--- config.mk ---
export PLATFORM = sky130hd
export DESIGN_NAME = shift_unit_seq_flat
export DESIGN_NICKNAME = d
export VERILOG_FILES = /design/src/rtl/shift_unit_seq_if.sv /design/src/rtl/shift_unit_seq.sv /design/src/flat_wrapper.sv
export SDC_FILE = /design/constraint.sdc
export NUM_CORES = 1
export LEC_CHECK = 0
export ABC_AREA = 1
export BUFFER_PORTS_ARGS = -buffer_cell sky130_fd_sc_hd__buf_2
export CELL_PAD_IN_SITES_DETAIL_PLACEMENT = 1
export CELL_PAD_IN_SITES_GLOBAL_PLACEMENT = 1
export CORE_ASPECT_RATIO = 0.5
export CORE_MARGIN = 5
export CORE_UTILIZATION = 37
export DETAILED_ROUTE_END_ITERATION = 10
export HOLD_SLACK_MARGIN = 0.06
export PLACE_DENSITY_LB_ADDON = 0.1
export REMOVE_ABC_BUFFERS = 1
export SLEW_MARGIN = 10
export SYNTH_ARGS = -nofsm -noshare
export SYNTH_HDL_FRONTEND = slang
export SYNTH_SLANG_ARGS = --single-unit
--- constraint.sdc ---
create_clock -name clock -period 2.7 [get_ports clock]
set_input_delay 0.27 -clock clock [delete_from_list [all_inputs] [get_ports clock]]
set_output_delay 0.27 -clock clock [all_outputs]
set_load 0.005 [all_outputs]
--- src/rtl/shift_unit_seq_if.sv ---
// Request/response bundle between the control unit (master) and the shift unit (slave).
interface shift_unit_seq_if #(
  parameter int unsigned WIDTH = 32
);
  localparam int unsigned SW = $clog2(WIDTH);

  logic             start;
  logic [2:0]       op;
  logic [WIDTH-1:0] Ra;
  logic [SW-1:0]    shift_amt;
  logic             busy;
  logic             done;
  logic [WIDTH-1:0] result;
  logic             illegal;

  modport master (
    output start, op, Ra, shift_amt,
    input  busy, done, result, illegal
  );

  modport slave (
    input  start, op, Ra, shift_amt,
    output busy, done, result, illegal
  );
endinterface

--- src/rtl/shift_unit_seq.sv ---
// Multi-cycle shift/rotate unit: moves at most STEP bit positions per clock,
// start/busy/done handshake, result and illegal flag held until the next completion.
module shift_unit_seq #(
  parameter int unsigned WIDTH = 32,
  parameter int unsigned STEP  = 4
) (
  input logic             clock,
  input logic             clear,
  shift_unit_seq_if.slave bus
);
  localparam int unsigned SW = $clog2(WIDTH);
  localparam logic [SW-1:0] StepV = SW'(STEP);
  localparam logic [SW:0]   WidthV = (SW+1)'(WIDTH);

  typedef enum logic [1:0] {StIdle, StBusy, StDone} state_e;

  state_e           state_q, state_d;
  logic [WIDTH-1:0] acc_q, acc_d;
  logic [SW-1:0]    remaining_q, remaining_d;
  logic [2:0]       op_q, op_d;
  logic             sign_q, sign_d;
  logic             illegal_q, illegal_d;
  logic [WIDTH-1:0] result_q, result_d;
  logic             illegal_out_q, illegal_out_d;
  logic             busy_q, busy_d;
  logic             done_q, done_d;

  logic [SW-1:0]    n;
  logic [SW:0]      nb;
  logic [WIDTH-1:0] step_val;

  // One step of the selected operation by n = min(remaining, STEP) positions.
  always_comb begin
    n  = (remaining_q < StepV) ? remaining_q : StepV;
    // Complementary distance for the wrap-around half of a rotate; only used when n != 0.
    nb = WidthV - {1'b0, n};
    case (op_q)
      3'd0:    step_val = (acc_q << n) | (acc_q >> nb);
      3'd1:    step_val = (acc_q >> n) | (acc_q << nb);
      3'd2:    step_val = acc_q << n;
      3'd3:    step_val = acc_q >> n;
      // SHRA fills with the sign captured at start, not the current acc MSB.
      default: step_val = (acc_q >> n) |
                          ({WIDTH{sign_q}} & ~({WIDTH{1'b1}} >> n));
    endcase
  end

  // Next-state and next-output computation for the IDLE/BUSY/DONE sequencer.
  always_comb begin
    state_d       = state_q;
    acc_d         = acc_q;
    remaining_d   = remaining_q;
    op_d          = op_q;
    sign_d        = sign_q;
    illegal_d     = illegal_q;
    result_d      = result_q;
    illegal_out_d = illegal_out_q;

    unique case (state_q)
      StIdle, StDone: begin
        if (bus.start) begin
          state_d = StBusy;
          acc_d   = bus.Ra;
          op_d    = bus.op;
          sign_d  = bus.Ra[WIDTH-1];
          if (bus.op > 3'd4) begin
            remaining_d = '0;
            illegal_d   = 1'b1;
          end else begin
            remaining_d = bus.shift_amt;
            illegal_d   = 1'b0;
          end
        end else begin
          state_d = StIdle;
        end
      end
      StBusy: begin
        if (remaining_q != '0) begin
          acc_d       = step_val;
          remaining_d = remaining_q - n;
        end else begin
          state_d       = StDone;
          result_d      = acc_q;
          illegal_out_d = illegal_q;
        end
      end
      default: state_d = StIdle;
    endcase

    // Handshake outputs are decoded from the next state so they can be registered.
    busy_d = (state_d == StBusy);
    done_d = (state_d == StDone);
  end

  // State and output registers with synchronous clear.
  always_ff @(posedge clock) begin
    if (clear) begin
      state_q       <= StIdle;
      acc_q         <= '0;
      remaining_q   <= '0;
      op_q          <= '0;
      sign_q        <= 1'b0;
      illegal_q     <= 1'b0;
      result_q      <= '0;
      illegal_out_q <= 1'b0;
      busy_q        <= 1'b0;
      done_q        <= 1'b0;
    end else begin
      state_q       <= state_d;
      acc_q         <= acc_d;
      remaining_q   <= remaining_d;
      op_q          <= op_d;
      sign_q        <= sign_d;
      illegal_q     <= illegal_d;
      result_q      <= result_d;
      illegal_out_q <= illegal_out_d;
      busy_q        <= busy_d;
      done_q        <= done_d;
    end
  end

  assign bus.busy    = busy_q;
  assign bus.done    = done_q;
  assign bus.result  = result_q;
  assign bus.illegal = illegal_out_q;
endmodule
--- src/flat_wrapper.sv ---
// flat-port wrapper written by rule: the top's interface ports become plain ports
module shift_unit_seq_flat 
#(
  parameter int unsigned WIDTH = 32,
  parameter int unsigned STEP  = 4
)
  (clock, clear, bus_start, bus_op, bus_Ra, bus_shift_amt, bus_busy, bus_done, bus_result, bus_illegal);
  shift_unit_seq_if #(.WIDTH(WIDTH)) bus_i ();
  input logic clock;
  input logic clear;
  input wire logic [$bits(bus_i.start)-1:0] bus_start;
  input wire logic [$bits(bus_i.op)-1:0] bus_op;
  input wire logic [$bits(bus_i.Ra)-1:0] bus_Ra;
  input wire logic [$bits(bus_i.shift_amt)-1:0] bus_shift_amt;
  output wire logic [$bits(bus_i.busy)-1:0] bus_busy;
  output wire logic [$bits(bus_i.done)-1:0] bus_done;
  output wire logic [$bits(bus_i.result)-1:0] bus_result;
  output wire logic [$bits(bus_i.illegal)-1:0] bus_illegal;
  assign bus_i.start = bus_start;
  assign bus_i.op = bus_op;
  assign bus_i.Ra = bus_Ra;
  assign bus_i.shift_amt = bus_shift_amt;
  assign bus_busy = bus_i.busy;
  assign bus_done = bus_i.done;
  assign bus_result = bus_i.result;
  assign bus_illegal = bus_i.illegal;
  shift_unit_seq #(.WIDTH(WIDTH), .STEP(STEP)) u_core (.clock(clock), .clear(clear), .bus(bus_i));
endmodule
==> flow_metrics.py <==
metrics = {
    "synth": {
        "synthXorXnorAreaFrac": 0.00131,
        "muxShareOfSynthArea": 0,
        "synth-seq-area-share": 0.237,
        "synth_area_um2": 6660,
        "synth_edf_count": 0,
        "ys_async_sr_fraction": 0,
        "synth_compound_area_frac": 0.261,
        "synth_top_family_by_area": "simple AND/OR/NAND/NOR gates",
        "ys_warn_count": 0,
        "syn_avg_cell_area_um2": 5.68,
        "syn_inst": 1173,
        "synth_ff_type": "dfxtp_1",
        "yosysUniqueCellTypes": 43,
        "synthSimpleGateAreaFrac": 0.383,
        "synth_fa_ha_area_frac": 0.00939,
        "ys_ff_latch": 79,
    },
    "timing": {
        "timing.setup.tns_ns": 0,
        "max_freq_ghz": 0.388,
        "period_minus_slack_ns": 2.58,
        "worstMarginPinSlew_ns": 0.699,
        "layout_worst_path_cycle_share": 0.956,
        "fin_skew_ns": 0.0136,
        "setup-violations-final": 0,
        "drv_slew": 0,
        "hold_viol_final": 0,
        "relSlewSlack": 0.529,
        "layout_setup_ws_ns": 0.120,
    },
    "clock_tree": {
        "htree_levels": 3,
        "cts_sinks": 79,
        "cts_tree": "built",
        "hold_buffers": 0,
        "clkTransAtPathRegs_ns": 0.07,
        "clock_path_buffers": 2,
        "clock_latency_ns": 0.36,
        "cts_buffers": 9,
        "cts_root_buffer": "clkbuf_16",
    },
    "setup_path": {
        "r2r-start": "u_core.remaining_q[3]",
        "r2r-end": "u_core.acc_q[29]",
        "startpoint_type": "register",
        "required_ns": 2.96,
        "reg2reg_depth": 14,
        "regToRegSetupSlack_ns": 0.12,
        "criticalPathCategory": "register to register",
        "arrival_ns": 2.84,
        "end_kind": "register",
        "cp_max_fo": 15,
    },
    "power_and_ir_drop": {
        "ir_drop_uv": 362,
        "leakagePower_nw": 3.80,
        "power.density_nw_per_um2": 734,
    },
    "worst_hold_path": {
        "holdPathEnd": "u_core.sign_q",
        "min_from": "bus_Ra[31]",
        "whs_path_depth": 3,
        "hold_path_class": "input pin to register",
    },
    "layout": {
        "fillers": 2500,
        "nets": 1301,
        "final_cell_mix": "364 x nand2_1, 129 x o21ai_0, 100 x nor2_1",
        "layout-drive-gt1-share": 0.154,
        "final_util": 0.453,
        "diodes": 0,
        "syn_to_final_growth_pct": 19.1,
        "mostFrequentLayoutCell": "nand2_1",
        "seq_area_um2": 1580,
        "multi_input_area_um2": 4400,
    },
    "grt": {
        "grt_start_max_net_pins": 47,
        "grtUsageTotal": 0.322,
        "antenna_found_initial": 1,
        "grt.overflow.total": 0,
        "grt_pass1_vias": 8420,
        "grt_first_pass_wirelength_um": 51800,
    },
    "placed_design": {
        "place_congestion": 1.02,
        "portBuffers": 77,
        "hpwl_um": 25900,
        "post-place-ws_ns": 0.0882,
    },
    "detailed_routing": {
        "drc": 0,
        "vias": 8767,
        "drtPass1Iterations": 5,
        "wl_um": 34600,
        "wl_per_cell_um": 23.2,
        "detail_route.vias_per_cell": 5.88,
        "drt_iter0_drc": 955,
        "drtAntennaViolNets": 0,
    },
    "floorplan": {
        "rows": 34,
        "die-area_um2": 21000,
        "initial_core_util": 0.380,
        "die_width_um": 200,
        "ios": 78,
        "fp.coreArea_um2": 17500,
        "die_h_um": 105,
    },
    "status": {
        "status": "complete, no violations",
    },
    "run": {
        "drv_cap": 0,
    },
}
[report_power, final]
group	leakage (nW)	switching [W]	internal [W]
combinational	3.02	0.00218	0.000974
sequential	0.649	0.0000994	0.00130
clock	0.139	0.000625	0.000645
[logic make-up after synthesis]
group                    count (synthesis)
AND/OR/NAND/NOR                        602
buffers and inverters                  174
AO/OA/AOI/OAI                          311
other                                    1
XOR/XNOR                                 1
adder cells (fa/ha/maj)                  5
flip-flops                              79
[worst max-delay path, cell delays in order, from the launching register on]
cell and delay (ns):
dfxtp_1 0.43, nor2_8 0.07, buf_4 0.17, nand3_4 0.07, ha_1 0.21, inv_1 0.06, ha_2 0.40, buf_4 0.25
o21ai_0 0.19, nand4_1 0.20, nand3_1 0.14, nand2_1 0.11, nand2_1 0.05, nand2_1 0.06, nand2_1 0.04
[state kept, by name (all words and copies together), names as in the netlist]
signal	count
u_core.state_q	2
u_core.acc_q	32
u_core.sign_q	1
u_core.illegal_q	1
u_core.bus.busy	1
u_core.bus.result	32
u_core.bus.done	1
u_core.op_q	3
u_core.remaining_q	5
u_core.bus.illegal	1
[what timing repair did]
| action | CTS | global route |
|---|---|---|
| gates resized for setup | 0 | 21 |
| setup endpoints to repair | 0 | 21 |
| buffers inserted | 0 | 6 |
| hold endpoints to repair | 0 | 0 |
[per-stage QoR]
step	power, W	instances	cell area, um2	hold WS (ns)
5_1_grt	0.00613	1492	7940	0.189
3_5_place_dp	0.00440	1470	7550	0.444
2_1_floorplan	0.00312	1100	6330	0.339
3_3_place_gp	0.00435	1470	7550	0.440
4_1_cts	0.00568	1486	7840	0.174
6_report	0.00583	1492	7940	0.179
[Yosys cell counts (17+ instances only)]
master	count	share of area
nand4_1	17	0.016
o21ai_1	20	0.015
o211ai_1	19	0.021
nor2_1	105	0.059
o21ai_0	136	0.10
nand2_1	364	0.21
a21oi_1	86	0.065
nand3_1	91	0.068
inv_1	91	0.051
dfxtp_1	79	0.24
clkbuf_1	38	0.021
[routing by layer]
layer,up-vias,global-route usage,share of wire
met5,-,0,0.00055
met4,2,0.0649,0.016
met3,50,0.0711,0.096
met2,399,0.440,0.39
met1,4233,0.508,0.49
li1,4083,-,-
[cell type report]
| cell class | instances | area share |
|---|---|---|
| Timing Repair Buffer | 142 | 0.123 |
| Clock buffer | 9 | 0.0284 |
| Multi-Input combinational cell | 920 | 0.555 |
| Sequential cell | 79 | 0.199 |
| Inverter | 101 | 0.0490 |
| Tap cell | 234 | 0.0369 |
| Clock inverter | 7 | 0.00788 |
[worst max path at each step]
| stage | start | to | slack [ns] |
|---|---|---|---|
| finish | u_core.remaining_q[3] | u_core.acc_q[29] | 0.12 |
| global route | u_core.remaining_q[3] | u_core.acc_q[12] | -0.003 |
| CTS | u_core.remaining_q[4] | u_core.acc_q[24] | 0.07 |
| detailed placement | u_core.remaining_q[4] | u_core.acc_q[24] | 0.09 |
| global placement | u_core.remaining_q[3] | u_core.acc_q[5] | 0.03 |
| floorplan | u_core.state_q[0] | u_core.bus.illegal | -2.31 |
Power figures use the tool's default switching activity.
